## config.mk

```make
export PLATFORM = sky130hd
export DESIGN_NAME = spi_arbiter
export DESIGN_NICKNAME = d
export VERILOG_FILES = /design/src/rtl/spi_arbiter.sv
export SDC_FILE = /design/constraint.sdc
export NUM_CORES = 1
export LEC_CHECK = 0
export CORE_MARGIN = 2
export CORE_UTILIZATION = 45
export CTS_CLUSTER_DIAMETER = 40
export DETAILED_ROUTE_END_ITERATION = 10
export DONT_BUFFER_PORTS = 1
export GPL_TIMING_DRIVEN = 0
export MAX_ROUTING_LAYER = met4
export PLACE_DENSITY_LB_ADDON = 0.15
export SETUP_SLACK_MARGIN = 0.3
export SYNTH_ARGS = -nofsm -noshare
export SYNTH_HDL_FRONTEND = slang
export SYNTH_SLANG_ARGS = --single-unit
```

## constraint.sdc

```tcl
create_clock -name clk -period 2.2 [get_ports clk]
set_clock_uncertainty 0.2 [all_clocks]
set_input_delay 0.33 -clock clk [delete_from_list [all_inputs] [get_ports clk]]
set_output_delay 0.33 -clock clk [all_outputs]
set_load 0.005 [all_outputs]
```

## src/rtl/spi_arbiter.sv

```systemverilog
// Round-robin arbiter that shares one toggle-handshake SPI master between CLIENTS
// requesters. A client holding its lock keeps the grant across multi-byte transfers.
//
// state  | meaning
// S_IDLE | arbitrating; issues the next byte on a hit
// S_WAIT | byte in flight, waiting for spi_ack to match spi_req
module spi_arbiter #(
    parameter int  CLIENTS = 2,
    localparam int OW      = (CLIENTS > 1) ? $clog2(CLIENTS) : 1
) (
    input  logic                   clk,
    input  logic                   reset,
    input  logic [CLIENTS-1:0]     cl_req,
    output logic [CLIENTS-1:0]     cl_ack,
    input  logic [CLIENTS-1:0]     cl_lock,
    input  logic [CLIENTS-1:0]     cl_speed,
    input  logic [8*CLIENTS-1:0]   cl_d,
    output logic [8*CLIENTS-1:0]   cl_q,
    output logic                   spi_req,
    input  logic                   spi_ack,
    output logic                   spi_speed,
    output logic [7:0]             spi_d,
    input  logic [7:0]             spi_q,
    output logic [OW-1:0]          owner,
    output logic                   owner_valid
);

    typedef enum logic {S_IDLE, S_WAIT} state_t;

    state_t               state, state_nxt;
    logic [OW-1:0]        owner_nxt, pick;
    logic                 valid_nxt, fresh, fresh_nxt, hit;
    logic                 spi_req_nxt, spi_speed_nxt;
    logic [7:0]           spi_d_nxt;
    logic [CLIENTS-1:0]   ack_nxt, pending;
    logic [7:0]           d_arr [CLIENTS];
    logic [7:0]           q_reg [CLIENTS];
    logic [7:0]           q_nxt [CLIENTS];
    int                   start_i, cand;

    for (genvar g = 0; g < CLIENTS; g++) begin : g_unpack
        assign d_arr[g]          = cl_d[8*g +: 8];
        assign cl_q[8*g +: 8]    = q_reg[g];
    end

    assign pending = cl_req ^ cl_ack;

    always_comb begin
        state_nxt     = state;
        owner_nxt     = owner;
        valid_nxt     = owner_valid;
        fresh_nxt     = fresh;
        spi_req_nxt   = spi_req;
        spi_speed_nxt = spi_speed;
        spi_d_nxt     = spi_d;
        ack_nxt       = cl_ack;
        q_nxt         = q_reg;
        hit           = 1'b0;
        pick          = owner;
        cand          = 0;
        // fresh marks "no grant since reset": the search then starts at client 0
        start_i       = fresh ? 0 : int'(owner) + 1;

        if (owner_valid && cl_lock[owner]) begin
            hit = pending[owner];
        end else begin
            // descending scan so the closest client to the pointer wins
            for (int k = CLIENTS - 1; k >= 0; k--) begin
                cand = start_i + k;
                if (cand >= CLIENTS) cand = cand - CLIENTS;
                if (pending[OW'(cand)]) begin
                    hit  = 1'b1;
                    pick = OW'(cand);
                end
            end
        end

        case (state)
            S_IDLE: begin
                if (hit) begin
                    owner_nxt     = pick;
                    valid_nxt     = 1'b1;
                    fresh_nxt     = 1'b0;
                    spi_d_nxt     = d_arr[pick];
                    spi_speed_nxt = cl_speed[pick];
                    spi_req_nxt   = ~spi_req;
                    state_nxt     = S_WAIT;
                end else if (!cl_lock[owner]) begin
                    valid_nxt = 1'b0;
                end
            end
            S_WAIT: begin
                if (spi_ack == spi_req) begin
                    q_nxt[owner]   = spi_q;
                    ack_nxt[owner] = ~cl_ack[owner];
                    state_nxt      = S_IDLE;
                end
            end
            default: state_nxt = S_IDLE;
        endcase
    end

    always_ff @(posedge clk or posedge reset) begin
        if (reset) begin
            state       <= S_IDLE;
            owner       <= '0;
            owner_valid <= 1'b0;
            fresh       <= 1'b1;
            spi_req     <= 1'b0;
            spi_speed   <= 1'b0;
            spi_d       <= '0;
            cl_ack      <= '0;
            for (int i = 0; i < CLIENTS; i++) q_reg[i] <= '0;
        end else begin
            state       <= state_nxt;
            owner       <= owner_nxt;
            owner_valid <= valid_nxt;
            fresh       <= fresh_nxt;
            spi_req     <= spi_req_nxt;
            spi_speed   <= spi_speed_nxt;
            spi_d       <= spi_d_nxt;
            cl_ack      <= ack_nxt;
            q_reg       <= q_nxt;
        end
    end

endmodule

```

==> flow_summary.toml, run 1 <==
[outcome]
outcome = "finished clean"

[detailed_routing]
wl_met2_um = 1620
drt_iter0_markers = 82
met3_length_um = 218
postRouteAntennaNets = 0
wl_um = 3180
drcViolationCount = 0
via_count = 1083
vias_per_cell = 5.85
firstDrtPassIters = 4
m1WireLength_um = 1290
routed.top_layer = "met4"
wl_per_cell_um = 17.2

[worst_setup_path]
path_buf_inv = 3
crit_fanout = 10
cpLargestDelayFamily = "buffers and inverters"
path_common_cell = "buf_4"
worstRegToRegCells = 7
r2r_start = "owner$_DFFE_PP0P_"
worstPathCellList = "buf_4 -> nand3_1 -> mux2i_1 -> buf_4 -> clkbuf_2 -> a21oi_1 -> a31oi_1"
r2r-end = "spi_d[4]$_DFFE_PP0P_"
cpPeakStageDelay_ns = 0.41
critPathSlowestCell = "dfrtp_1"
cp.required_ns = 2.24
start_kind = "flip-flop"
r2r_slack_ns = 0.36
worst_ep_arrival_time_ns = 1.88
worstSetupPathType = "flip-flop to flip-flop"
cp-end-kind = "flip-flop"

[final_layout]
post-route-util = 0.620
fillers = 248
stdcell_area_um2 = 1860
layout-drive-gt1-share = 0.243
final_common_cell = "dfrtp_1"
area_delta_synth_final_pct = 32.2
antenna_cells = 0
fin_cells = 185
nets = 185
layout_common_cells = "dfrtp_1 (31), dlygate4sd3_1 (27), mux2_2 (16)"

[logic_synthesis]
ys_warn_count = 0
synth-simple-area-share = 0.0622
syn_inst = 116
synth_top_family_by_area = "compound AO/OA/AOI/OAI gates"
synthFlopType = "dfrtp_1"
synth_fp_nets = 149
synth.top_cell.area_share = 0.551
synth_edf_count = 0
synth_area_leader_cell = "dfrtp_1"
synthTopCellsByArea = "dfrtp_1 (55%), mux2_2 (13%), a31oi_1 (4.4%)"
yosys.area_share.adder = 0
synth_xor_area_frac = 0.0426
synth_compound_area_frac = 0.159
yosys.cell_types.count = 24
synth_area_um2 = 1410
synthMuxAreaShare = 0.142
async_flop_share = 1.00
avgSynthCellArea_um2 = 12.1
ys_ff_latch = 32
synth_seq_area_share = 0.569

[placed_design]
dpl_cell_area_um2 = 1450
io_buffers = 0
dp_hpwl_um = 2100
gp_congestion = 0.709
dp.cells = 149

[timing]
timing.fmax_mhz = 544
tns_ns = 0
grt_setup_unrepaired = "true"
worst_slew_pin_slew_ns = 0.637
setup_viol = 0
slew_headroom = 0.575
hold_viol = 0
fin_crit_sh = 0.836
final_max_slew_viol_count = 0
min_period_ns = 1.84

[clock_tree]
cts_buffers = 5
clk_pin_slew_ns = 0.10
htree_levels = 2
clkSinkCount = 32
cts_tree = "yes"
root_buffer = "clkbuf_4"
clk_path_buf_depth = 2
insertion_delay_ns = 0.33

[global_route]
grt_pass1_vias = 1057
grt_use_total = 0.187
overflow = 0
grt_max_degree = 33
grt_first_pass_wirelength_um = 4710
antenna_found_initial = 0

[power_and_ir_drop]
power_density_nw_per_um2 = 1410
p_leak_nw = 0.776
ir_drop_mv = 0.658

[die]
start_util = 0.469
die_w_um = 60.0
die_y_um = 60.0
fp.coreArea_um2 = 3000
io_pins = 63
die_area_um2 = 3590
rows = 20

[worst_hold_path]
hold_end = "state$_DFF_PP0_"
hold_path.startpoint = "spi_ack"
hp-class = "input pin to flip-flop"
hold_path_depth = 2

[flow_run]
cap_viol_max_count = 0
-- sequential cells by signal (all words and copies together), names as in the netlist --
| register | count |
|---|---|
| state | 1 |
| cl_q | 16 |
| spi_speed | 1 |
| owner | 1 |
| cl_ack | 2 |
| spi_req | 1 |
| owner_valid | 1 |
| spi_d | 8 |
| fresh | 1 |
-- layer usage --
| metal | global-route usage | vias to the layer above |
|---|---|---|
| li1 | - | 493 |
| met1 | 0.206 | 535 |
| met2 | 0.314 | 50 |
| met3 | 0.0606 | 5 |
| met4 | 0.0667 | 0 |
| met5 | - | - |
-- how the worst max path moves through the flow --
stage / startpoint / endpoint / cells past startpoint / slack [ns]
2_1_floorplan: spi_req$_DFFE_PP0P_ / cl_q[0]$_DFFE_PP0P_ / 4 / 0.50
3_3_place_gp: spi_req$_DFFE_PP0P_ / cl_q[4]$_DFFE_PP0P_ / 4 / 0.28
3_5_place_dp: spi_req$_DFFE_PP0P_ / cl_q[3]$_DFFE_PP0P_ / 4 / 0.25
4_1_cts: owner$_DFFE_PP0P_ / owner$_DFFE_PP0P_ / 7 / 0.30
5_1_grt: owner$_DFFE_PP0P_ / spi_d[4]$_DFFE_PP0P_ / 7 / 0.29
6_report: owner$_DFFE_PP0P_ / spi_d[4]$_DFFE_PP0P_ / 7 / 0.36
-- final cells by class --
cell class	instances	area (µm²)	share of cell area
multi-input combinational	76	604	0.324
buffer	6	37.5	0.0201
tap	33	41.3	0.0222
timing repair buffer	29	305	0.164
clock buffer	7	65.1	0.0349
inverter	2	7.51	0.00403
sequential	32	802	0.430
-- metrics by stage --
stage / worst slack (ns) / hold slack, ns / total power [mW]
finish: 0.361 / 0.0229 / 2.63
global route: 0.286 / 0.0165 / 2.82
CTS: 0.302 / 0.0254 / 2.58
detailed placement: 0.246 / 0.284 / 2.15
global placement: 0.285 / 0.281 / 2.11
floorplan: 0.503 / 0.245 / 1.91
-- synthesized netlist by cell type (2+ instances only) --
| master | count |
|---|---|
| nand3_1 | 11 |
| dfrtp_1 | 31 |
| nand2_1 | 2 |
| o21ai_0 | 9 |
| a21oi_1 | 10 |
| xnor2_1 | 3 |
| clkbuf_1 | 2 |
| buf_2 | 4 |
| inv_1 | 2 |
| mux2_2 | 16 |
| xor2_1 | 2 |
| mux2i_1 | 2 |
| a31oi_1 | 10 |
| and2_1 | 2 |
-- worst register-to-register path: stages, from the launching register on --
cell and delay [ns]:
dfrtp_1 0.41, buf_4 0.19, nand3_1 0.11, mux2i_1 0.22
buf_4 0.13, clkbuf_2 0.21, a21oi_1 0.10, a31oi_1 0.18
-- timing repair --
action | in CTS | in global routing
gates resized for setup | 4 | 6
endpoints found under the hold margin | 25 | 14
buffers inserted | 0 | 1
cloned | 0 | 0
pin swaps | 2 | 0
hold buffers | 26 | 1
endpoints found under the setup margin | 15 | 18
-- logic make-up after synthesis --
kind of cell	Yosys count
muxes	18
xor gates and xnor gates	6
AOI/OAI and AO/OA	35
buffers and inverters	8
DFF	32
and+or+nand+nor	17
-- report_power, final --
group / total [mW] / leakage [nW] / internal, mW / switching [mW]
Sequential: 1.16 / 0.370 / 0.893 / 0.267
Clock: 0.371 / 0.0374 / 0.181 / 0.190
Combinational: 1.10 / 0.368 / 0.544 / 0.558
Total: 2.63 / 0.776 / 1.62 / 1.01
Note: power is estimated with default switching activity, not from simulation.
==> run 2: changes to the inputs <==
==> constraint.sdc (replaced) <==
create_clock -name clk -period 1.9 [get_ports clk]
set_clock_uncertainty 0.2 [all_clocks]
set_input_delay 0.285 -clock clk [delete_from_list [all_inputs] [get_ports clk]]
set_output_delay 0.285 -clock clk [all_outputs]
set_load 0.005 [all_outputs]
==> run 2 against run 1 <==
  * The flow now finishes with violations (hold timing)
  * Setup slack got worse by 0.22 ns
  * Global-route usage increased by 2.2 points
  * Sequential share of layout area fell by 3.6 points
  * Sequential cell count did not move
  * Highest routed layer unchanged
  * Power up 33%
  * Sequential power up 18%
  * Clock-buffer cell count unchanged
  * Critical path depth shrank 3
  * Final area rose by 9.5%
  * Combinational power is 55% higher
  * Fmax rose by 4.8%
  * Hold slack worse by 0.076 ns
==> flow_summary.toml, run 2 (synthesis results as in run 1) <==
[die]
die_y_um = 60.0
io_pins = 63
rows = 20
fp.coreArea_um2 = 3000
die_w_um = 60.0
start_util = 0.469
die_area_um2 = 3590

[power_and_ir_drop]
total_power_mw = 3.51
power_density_nw_per_um2 = 1720
ir_drop_mv = 0.778
p_leak_nw = 0.854

[timing]
grt_setup_unrepaired = "true"
tns_ns = 0
worst_slew_pin_slew_ns = 1.16
setup_viol = 0
fin_crit_sh = 0.923
hold_viol = 31
slew_headroom = 0.225
final_max_slew_viol_count = 0
hold_ws_ns = -0.0527
timing.fmax_mhz = 570
min_period_ns = 1.75

[detailed_routing]
wl_per_cell_um = 18.7
drcViolationCount = 0
vias_per_cell = 5.96
via_count = 1156
firstDrtPassIters = 4
drt_iter0_markers = 92
postRouteAntennaNets = 0
wl_um = 3630

[final_layout]
layout_common_cells = "dfrtp_1 (29), dlygate4sd3_1 (28), a21oi_1 (10), nand3_1 (9), o21ai_0 (9)"
nets = 194
fillers = 221
post-route-util = 0.680
register_area_um2 = 805
multi_input_comb_area_um2 = 686
layout-drive-gt1-share = 0.329
fin_cells = 194
final_common_cell = "dfrtp_1"
area_delta_synth_final_pct = 44.8
antenna_cells = 0
largest_register_ffs = 16

[global_route]
grt_use_total = 0.209
grt_pass1_vias = 1174
grt_max_degree = 33
overflow = 0
grt_first_pass_wirelength_um = 5270
antenna_found_initial = 0

[clock_tree]
insertion_delay_ns = 0.33
clk_path_buf_depth = 2
cts_buffers = 5
htree_levels = 2
clk_pin_slew_ns = 0.10
clkSinkCount = 32
root_buffer = "clkbuf_4"
cts_tree = "yes"

[placed_design]
dp.cells = 149
dp_hpwl_um = 2130
gp_congestion = 0.709
io_buffers = 0

[worst_setup_path]
worst_ep_arrival_time_ns = 1.80
cp.required_ns = 1.94
start_kind = "flip-flop"
worstSetupPathType = "flip-flop to flip-flop"
crit_path_start = "owner_valid$_DFFE_PP0P_"
r2r_start = "owner_valid$_DFFE_PP0P_"
cp-end-kind = "flip-flop"
crit_fanout = 10

[outcome]
outcome = "finished, violations left"
violations = "hold timing"

[worst_hold_path]
hp-class = "input pin to asynchronous set/reset pin"

[flow_run]
cap_viol_max_count = 0
==> run 2: cell types whose count changed in the layout (fill, tap and decap cells not counted), sizes merged <==
cell         previous run  this run
clkbuf                  9        10
nand3                  11        12
buf                     6        12
dlygate4sd3            27        28
==> run 2: timing repair <==
item / in CTS / in global routing
hold endpoints to repair: 57 / 0
endpoints found under the setup margin: 31 / 30
cloned: 0 / 2
hold buffers: 28 / 0
gates resized for setup: 19 / 8
setup buffers: 7 / 1
pin swaps: 6 / 3
==> run 2: area by class of cell <==
| type | count | share of cell area |
|---|---|---|
| Inverter | 2 | 0.00368 |
| Sequential cell | 32 | 0.394 |
| Buffer | 6 | 0.0294 |
| Clock buffer | 7 | 0.0319 |
| Multi-Input combinational cell | 77 | 0.336 |
| Timing Repair Buffer | 37 | 0.185 |
| Tap cell | 33 | 0.0202 |
==> run 2: metal layers <==
layer,vias to the layer above,GRT usage,share of wire
met4,0,0.0603,0.013
met3,10,0.0736,0.077
li1,520,-,-
met2,61,0.365,0.53
met1,565,0.222,0.38
met5,-,-,0
==> run 2: worst max-delay path, stage by stage (launching register included) <==
cell and delay, ns:
dfrtp_1 0.49, and2_1 0.22, o21ai_2 0.40, nand3_1 0.16, a31oi_2 0.20
==> run 2: report_power, final <==
group          switching (mW)  internal (mW)
Sequential              0.328           1.04
Clock                   0.216          0.210
Combinational           0.804          0.909
==> run 2: stage by stage <==
step,area (µm²),setup slack (ns),hold WS [ns]
3_3_place_gp,1490,0.0596,0.236
4_1_cts,1970,0.135,-0.0167
2_1_floorplan,1450,0.304,0.200
6_report,2040,0.145,-0.0527
5_1_grt,2040,0.0684,0.0321
3_5_place_dp,1490,0.00504,0.240
==> run 2: final timing paths <==
check,end,slack (ns),cells after the start
worst max-delay path,spi_d[0]$_DFFE_PP0P_,0.15,4
worst min register to register,fresh$_DFFE_PP1P_,0.31,1
worst min-delay path,spi_req$_DFFE_PP0P_,-0.05,1
worst max register to register,spi_d[0]$_DFFE_PP0P_,0.15,4
min in group clk,state$_DFF_PP0_,0.10,3
max in group asynchronous,cl_ack[0]$_DFFE_PP0P_,0.77,1
